$ cat src/rtl/rs232rx_fifo.sv
// Receive-side byte FIFO for an RS-232 UART. It buffers bytes strobed in by
// the serial receiver, presents the head byte to a consumer through a
// valid/ready handshake, raises almost_full for RTS flow control, and keeps a
// sticky overflow flag when a byte had to be dropped.
module rs232rx_fifo #(
  parameter int DEPTH_LOG2    = 4,
  parameter int ALMOST_MARGIN = 2
) (
  input  logic                  clock,
  input  logic                  reset,
  input  logic                  in_valid,
  input  logic [7:0]            in_data,
  input  logic                  out_ready,
  output logic                  out_valid,
  output logic [7:0]            out_data,
  output logic [DEPTH_LOG2:0]   count,
  output logic                  almost_full,
  output logic                  overflow,
  input  logic                  clear_overflow
);

  localparam int DEPTH        = 2 ** DEPTH_LOG2;
  localparam int CW           = DEPTH_LOG2 + 1;
  localparam int ALMOST_LEVEL = DEPTH - ALMOST_MARGIN;
  localparam logic [CW-1:0] DEPTH_C = CW'(DEPTH);

  logic [7:0]            mem [DEPTH];
  logic [DEPTH_LOG2-1:0] wr_ptr_reg;
  logic [DEPTH_LOG2-1:0] rd_ptr_reg;
  logic [DEPTH_LOG2-1:0] rd_addr_next;
  logic [CW-1:0]         count_reg;
  logic [CW-1:0]         count_next;
  logic                  overflow_reg;
  logic                  overflow_next;
  logic [7:0]            head_data_reg;
  logic                  full;
  logic                  pop;
  logic                  push;
  logic                  drop;

  // Status flags are pure functions of registered state.
  assign full        = (count_reg == DEPTH_C);
  assign out_valid   = (count_reg != '0);
  assign almost_full = (int'(count_reg) >= ALMOST_LEVEL);
  assign count       = count_reg;
  assign overflow    = overflow_reg;
  assign out_data    = out_valid ? head_data_reg : 8'h00;

  // A pop frees a slot in the same cycle, so a full FIFO can still accept.
  assign pop  = out_valid & out_ready;
  assign push = in_valid & (~full | pop);
  assign drop = in_valid & full & ~pop;

  // Address the head will live at after this edge.
  assign rd_addr_next = pop ? rd_ptr_reg + 1'b1 : rd_ptr_reg;

  // Occupancy and sticky overflow next-state; a drop beats a clear.
  always_comb begin
    count_next = count_reg;
    if (push && !pop) begin
      count_next = count_reg + CW'(1);
    end else if (pop && !push) begin
      count_next = count_reg - CW'(1);
    end
    overflow_next = overflow_reg;
    if (drop) begin
      overflow_next = 1'b1;
    end else if (clear_overflow) begin
      overflow_next = 1'b0;
    end
  end

  // Pointer, count and overflow state with asynchronous reset.
  always_ff @(posedge clock or posedge reset) begin
    if (reset) begin
      wr_ptr_reg   <= '0;
      rd_ptr_reg   <= '0;
      count_reg    <= '0;
      overflow_reg <= 1'b0;
    end else begin
      if (push) begin
        wr_ptr_reg <= wr_ptr_reg + 1'b1;
      end
      rd_ptr_reg   <= rd_addr_next;
      count_reg    <= count_next;
      overflow_reg <= overflow_next;
    end
  end

  // Byte storage with a registered head read; a byte written to the slot
  // that becomes the head is forwarded, since the array read returns old data.
  always_ff @(posedge clock) begin
    if (push && !reset) begin
      mem[wr_ptr_reg] <= in_data;
    end
    if (push && !reset && (wr_ptr_reg == rd_addr_next)) begin
      head_data_reg <= in_data;
    end else begin
      head_data_reg <= mem[rd_addr_next];
    end
  end

endmodule

$ cat config.mk
export PLATFORM = sky130hd
export DESIGN_NAME = rs232rx_fifo
export DESIGN_NICKNAME = d
export VERILOG_FILES = /design/src/rtl/rs232rx_fifo.sv
export SDC_FILE = /design/constraint.sdc
export NUM_CORES = 1
export LEC_CHECK = 0
export BUFFER_PORTS_ARGS = -buffer_cell sky130_fd_sc_hd__buf_2
export CORE_UTILIZATION = 31
export CTS_BUF_LIST = sky130_fd_sc_hd__clkbuf_8
export CTS_CLUSTER_DIAMETER = 30
export DETAILED_ROUTE_END_ITERATION = 6
export GPL_ROUTABILITY_DRIVEN = 0
export PLACE_DENSITY_LB_ADDON = 0.25
export SYNTH_ARGS = -nofsm -noshare
export SYNTH_HDL_FRONTEND = slang
export SYNTH_SLANG_ARGS = --single-unit
export TNS_END_PERCENT = 20
$ cat constraint.sdc
create_clock -name clock -period 3.61 [get_ports clock]
set_input_delay 0.1805 -clock clock [delete_from_list [all_inputs] [get_ports clock]]
set_output_delay 0.1805 -clock clock [all_outputs]
set_load 0.02 [all_outputs]
==> metrics.log, run 1 <==
INFO  metric grt_start_max_net_pins = 25
INFO  metric post_drt_via_cell_ratio = 4.797
INFO  metric synth-edff-count = approximately 130
INFO  metric synth_top_flop_cell = edfxtp_1
INFO  metric avgSynthCellArea = 19.47 µm²
INFO  metric worst_setup_hold_path_clk_slew = approximately 0.08 ns
INFO  metric placement_rows = 50
INFO  metric clock_latency = 0.44 ns
INFO  metric status = finished clean
INFO  metric yosys_register_bits = 146
INFO  metric path_class = reg -> reg
INFO  metric fp.dieH = ~140 µm
INFO  metric cp_data_arrival_time = 3.59 ns
INFO  metric cts_root_buffer = clkbuf_8
INFO  metric pwr_density_cell = 757.9 mW/mm²
INFO  metric initial_antenna_violation_count = 0
INFO  metric detailed_place_hpwl = ~7.5 mm
INFO  metric ys_types = 38
INFO  metric synth_top_cells_by_area = edfxtp_1 65%, mux4_2 7.2%, dfrtp_1 5.9%, mux4_1 5.8%, ha_1 1.9%
INFO  metric wirelength = 12.08 mm
INFO  metric hold_ws = around 0.065 ns
INFO  metric die_area = slightly below 0.02 mm²
INFO  metric layout-drive-gt1-share = 28.26%
INFO  metric drtAntennaViolNets = 0
INFO  metric post_cts_resized = 0
INFO  metric drt-wirelength-per-cell = 20.07 µm
INFO  metric seq_area_frac_synth = 71.96%
INFO  metric design.final.nets = 378
INFO  metric gr-usage-all-layers = between 10% and 20%
INFO  metric synth_top_area_share = 64.71%
INFO  metric post_cts_hold_buffer_count = 2
INFO  metric final_period_util = roughly nine tenths
INFO  metric detailroute.via_count = 2,888
INFO  metric cts_tree = built
INFO  metric maxCapViolations = 0
INFO  metric setup_total_negative_slack = 0 ns
INFO  metric synthesis.nets = 328
INFO  metric netlist_area = 0.005939 mm²
INFO  metric initial_cell_density_of_the_core = 31.65%
INFO  metric cts_buffers = 17
INFO  metric die_span_x = 140.4 µm
INFO  metric area_growth_from_synthesis_to_layout = 14.56%
INFO  metric ctsHtreeMaxLevel = 4
INFO  metric total_i_o_pin_count = 29
INFO  metric syn-instance-count = 305
INFO  metric ys.warnings.count = 0
INFO  metric clock-sinks = 146
INFO  metric final_cells = between 600 and 700
INFO  metric worst_voltage_drop_across_the_vdd_grid = ~0.37 mV
INFO  metric asyncSetResetFlopFracSynth = under 10%
INFO  metric leakage = 2.350 nW
INFO  metric period_minus_slack = 3.254 ns
INFO  metric num_antenna_cells = 0
INFO  metric drt_iter0_markers = 178
INFO  metric worst_pin_slew = 0.9482 ns
INFO  metric worst_setup_path_end_kind = flop
INFO  metric timing.critical_path.required = 3.94 ns
INFO  metric drt_drc_violations_left = 0
INFO  metric post_route_cell_area = just under 0.007 mm²
INFO  metric placedInstanceArea = 0.006385 mm²
INFO  metric finalSetupViolations = 0
INFO  metric grt_pass1_wl = 18.60 mm
INFO  metric timing_max_transition_violations_final = 0
INFO  metric cts_max_path_buffers = 2
INFO  metric fmax = 0.3073 GHz
INFO  metric port-buffer-count = 28
INFO  metric drt_pass1_iterations = 4
INFO  metric hold_path.class = in -> reg
INFO  metric placeableCoreArea = about 0.019 mm²
INFO  metric synthDominantAreaCellType = edfxtp_1
INFO  metric timing.critical_path.fanout_max = 5
INFO  metric post_cts_buffers = 0
INFO  metric r2r_cells = 10
INFO  metric number_of_flip_flops_in_the_largest_register = roughly 130
INFO  metric hold_viol = 0
INFO  metric critPathLaunchType = flop
INFO  metric finClkSkew = 0.01151 ns
INFO  metric grt_overflow = 0
INFO  metric vias_in_the_first_global_route = 3,076
INFO  metric placedCellCount = 568
INFO  metric rsz0062_at_grt = false
INFO  metric whs_path_depth = 3
INFO  metric p_total = 0.005157 W
INFO  metric timing.slew.headroom = 36.55%
-- per-layer routing --
layer	GRT usage, %	share of wire (%)	up-vias
met5	0	0	-
met4	4.511	0.90	0
met3	3.897	3.8	10
met2	21.13	47	61
met1	17.56	48	1487
li1	-	-	1330
-- cells by family after synthesis --
logic type                 Yosys count  share of synthesized area [%]
muxes                               51                          16.39
DFF                                146                          71.96
xor gates and xnor gates             9                          1.327
and+or+nand+nor                     41                          3.097
adders and majority gates           10                          2.233
buffers and inverters               20                          2.085
AOI/OAI and AO/OA                   28                          2.907
-- power breakdown --
| part | switching (W) | internal [W] |
|---|---|---|
| logic | 0.000875 | 0.000755 |
| clock network | 0.000624 | 0.000676 |
| registers | 0.000206 | 0.00202 |
-- cell usage after synthesis (all sizes together), types with 3 or more instances --
cell and instances:
clkbuf 4, xnor2 8, buf 10, mux4 32, edfxtp 128, ha 9, dfxtp 4, nand3 3
a21oi 10, nand2 10, mux2i 8, dfrtp 14, o21ai 11, inv 6, mux2 11, nor2 18
-- cell type report --
class | instances | area, µm²
fill | 1767 | 11960
sequential | 146 | 4275
multi-input combinational | 139 | 1541
tap | 234 | 292.8
timing repair buffer | 45 | 272.8
clock buffer | 17 | 234.0
clock inverter | 15 | 165.2
inverter | 6 | 22.52
-- worst paths after layout --
kind	start	end	slack (ns)
setup / recovery	count[2]	count[4]	0.36
hold / removal	out_ready	rd_ptr_reg[3]	0.07
setup reg to reg	count[2]	count[4]	0.36
hold reg to reg	rd_ptr_reg[3]	rd_ptr_reg[3]	0.48
max in group asynchronous	reset	count[0]	2.81
min in group asynchronous	reset	rd_ptr_reg[1]	0.41
-- layout by cell type (no fill, tap or decap), types with 2 or more instances in the layout --
| cell | synthesis | final |
|---|---|---|
| nor2_1 | 18 | 18 |
| inv_6 | 0 | 2 |
| nor3_1 | 2 | 2 |
| mux2_2 | 10 | 10 |
| a21oi_1 | 10 | 10 |
| mux4_2 | 19 | 19 |
| inv_1 | 6 | 7 |
| o21ai_1 | 5 | 5 |
| xnor2_1 | 8 | 8 |
| buf_2 | 5 | 28 |
| dfxtp_1 | 4 | 3 |
| ha_1 | 9 | 9 |
| clkinv_2 | 0 | 3 |
| dlygate4sd3_1 | 0 | 2 |
| a21o_1 | 2 | 2 |
| clkbuf_8 | 0 | 17 |
| clkinvlp_4 | 0 | 3 |
| nand2_1 | 10 | 10 |
| nand3_1 | 3 | 3 |
| mux2i_1 | 8 | 8 |
| bufinv_16 | 0 | 3 |
| edfxtp_1 | 128 | 128 |
| clkinv_1 | 0 | 2 |
| o21ai_0 | 6 | 6 |
| mux4_1 | 13 | 13 |
| a41o_1 | 2 | 2 |
| buf_4 | 1 | 15 |
| dfrtp_1 | 14 | 14 |
-- critical path, stage by stage, from the launching register on --
cell and delay, ns:
dfrtp_1 0.43, nor4_1 0.57, nand2b_1 0.16, nand2_1 0.17, ha_1 0.27, inv_1 0.15
fa_1 0.43, a21o_1 0.24, a21oi_1 0.18, mux2_2 0.35, a41o_1 0.20
-- per-stage QoR --
stage               util (%)  worst slack [ns]
finish                 36.25            0.3556
CTS                    36.25            0.3429
global placement       34.02            0.5026
global route           36.25          0.005148
floorplan                  -            0.6469
detailed placement     34.02            0.3604
Note: power is estimated with default switching activity, not from simulation.
==> run 2, diff against run 1 <==
--- a/config.mk
+++ b/config.mk
@@ -11,6 +11,7 @@
 export CTS_CLUSTER_DIAMETER = 30
 export DETAILED_ROUTE_END_ITERATION = 6
 export GPL_ROUTABILITY_DRIVEN = 0
+export MAX_ROUTING_LAYER = met4
 export PLACE_DENSITY_LB_ADDON = 0.25
 export SYNTH_ARGS = -nofsm -noshare
 export SYNTH_HDL_FRONTEND = slang
==> run 2 against run 1 <==
Effect of this change:
- combinational power is essentially flat
- routed wire length unchanged
- worst setup slack improved by 0.12 ns
- non-clock buffer count unchanged
- highest routed layer unchanged
- clock skew increased by 0.0062 ns
- critical path depth unchanged
- sequential share of layout area down 0.058 points
- first-iteration DRC count shrank 17%
- hold slack got worse by 0.0020 ns
- flip-flop and latch count unchanged
==> metrics.log, run 2 (same netlist as run 1, synthesis figures left out) <==
INFO  metric status = finished clean
INFO  metric timing_max_transition_violations_final = 0
INFO  metric hold_path_startpoint = clear_overflow
INFO  metric whs_endpoint = overflow
INFO  metric placement_rows = 50
INFO  metric die_span_x = 140.4 µm
INFO  metric grt_pass1_wl = 18.64 mm
INFO  metric cts_buffers = 17
INFO  metric critPathLaunchType = flop
INFO  metric pwr_density_cell = 757.7 mW/mm²
INFO  metric design.final.nets = 378
INFO  metric detailroute.via_count = 2,892
INFO  metric setup_total_negative_slack = 0 ns
INFO  metric gr-usage-all-layers = 13.79%
INFO  metric worst_setup_hold_path_clk_slew = 0.08 ns
INFO  metric cts_root_buffer = clkbuf_8
INFO  metric die_area = 0.01972 mm²
INFO  metric fmax = 0.3189 GHz
INFO  metric p_total = 0.005160 W
INFO  metric r2r_cells = 10
INFO  metric grt_start_max_net_pins = 25
INFO  metric critical-path-max-stage-delay = 0.46 ns
INFO  metric total_i_o_pin_count = 29
INFO  metric layout-drive-gt1-share = 28.53%
INFO  metric placedInstanceArea = 0.006385 mm²
INFO  metric hold_ws = 0.06308 ns
INFO  metric layout_common_cells = 128 x edfxtp_1, 28 x buf_2, 19 x mux4_2, 18 x nor2_1, 17 x clkbuf_8
INFO  metric post_drt_via_cell_ratio = 4.804
INFO  metric drt_pass1_iterations = 4
INFO  metric post_route_cell_area = 0.006810 mm²
INFO  metric grt_overflow = 0
INFO  metric placeableCoreArea = 0.01877 mm²
INFO  metric drt_drc_violations_left = 0
INFO  metric timing.critical_path.fanout_max = 5
INFO  metric finClkSkew = 0.01769 ns
INFO  metric ctsHtreeMaxLevel = 4
INFO  metric cp_data_arrival_time = roughly 3.5 ns
INFO  metric port-buffer-count = 28
INFO  metric cts_tree = built
INFO  metric cts_max_path_buffers = 2
INFO  metric path_cells = nor4_2, nand2b_1, nand2_1, ha_1, inv_1, fa_1, a21o_1, a21oi_1, mux2_2, a41o_1
INFO  metric rsz0062_at_grt = false
INFO  metric drtAntennaViolNets = 0
INFO  metric detailed_place_hpwl = 7.547 mm
INFO  metric leakage = 2.350 nW
INFO  metric number_of_flip_flops_in_the_largest_register = 128
INFO  metric path_class = reg -> reg
INFO  metric worst-r2r-setup-slack = around 0.47 ns
INFO  metric rr_startpoint = count[2]
INFO  metric final_cells = 602
INFO  metric crit_path_top_delay_cell = nor4_2
INFO  metric timing.critical_path.required = 3.95 ns
INFO  metric area_growth_from_synthesis_to_layout = 14.66%
INFO  metric r2r_end = count[4]
INFO  metric timing.slew.headroom = 35.46%
INFO  metric initial_cell_density_of_the_core = 31.65%
INFO  metric wirelength = 12.08 mm
INFO  metric drt_iter0_markers = between 100 and 150
INFO  metric drt-wirelength-per-cell = 20.07 µm
INFO  metric mostFrequentLayoutCell = edfxtp_1
INFO  metric hold_path.class = in -> reg
INFO  metric vias_in_the_first_global_route = 3,095
INFO  metric worst_setup_path_end_kind = flop
INFO  metric whs_path_depth = 3
INFO  metric period_minus_slack = 3.136 ns
INFO  metric initial_antenna_violation_count = 0
INFO  metric hold_viol = 0
INFO  metric clock-sinks = 146
INFO  metric final_period_util = 86.87%
INFO  metric num_antenna_cells = 0
INFO  metric fp.dieH = 140.4 µm
INFO  metric finalSetupViolations = 0
INFO  metric clock_latency = 0.45 ns
INFO  metric placedCellCount = around 570
INFO  metric worst_voltage_drop_across_the_vdd_grid = 0.3779 mV
INFO  metric maxCapViolations = 0
INFO  metric worst_pin_slew = 0.9645 ns
==> run 2: final cells by class <==
type | instances | area [µm²]
fill | 1765 | 11960
timing repair buffer | 45 | 272.8
tap | 234 | 292.8
clock inverter | 15 | 165.2
multi-input combinational | 139 | 1548
clock buffer | 17 | 234.0
inverter | 6 | 22.52
sequential | 146 | 4275
==> run 2: power by group <==
group          switching, W  internal (W)
Combinational      0.000875      0.000756
Clock              0.000626      0.000676
Sequential         0.000207       0.00202
==> run 2: layer usage <==
metal	vias to the layer above	wire length (µm)	GRT usage (%)
li1	1327	-	-
met1	1480	5615	17.38
met2	74	5730	21.32
met3	11	597	4.034
met4	0	138	4.511
met5	-	0	-
==> run 2: worst max path at each step <==
| stage | from | end | slack, ns | cells past startpoint |
|---|---|---|---|---|
| final | count[2] | count[4] | 0.47 | 10 |
| after global routing | count[2] | count[4] | 0.20 | 10 |
| after CTS | count[2] | count[4] | 0.34 | 10 |
| after detailed placement | count[2] | count[4] | 0.36 | 10 |
| after global placement | count[2] | count[4] | 0.50 | 10 |
| after floorplan | count[2] | count[4] | 0.65 | 10 |
==> run 2: worst max-delay path: cells and delay by family (launching register included) <==
family	cells	cell delay, ns
simple gates	3	0.76
fa+ha+maj	2	0.70
compound gates	3	0.63
flops	1	0.44
mux	1	0.35
buf+inv	1	0.15
==> run 2: timing repair <==
action	in CTS	in global routing
hold endpoints to repair	15	0
hold buffers	2	0
gates resized for setup	0	1
setup buffers	0	0
endpoints found under the setup margin	0	1
==> run 2: per-stage QoR <==
stage               util (%)  worst slack, ns
detailed placement     34.02           0.3604
finish                 36.29           0.4741
floorplan                  -           0.6469
global route           36.29           0.2042
CTS                    36.25           0.3429
global placement       34.02           0.5026
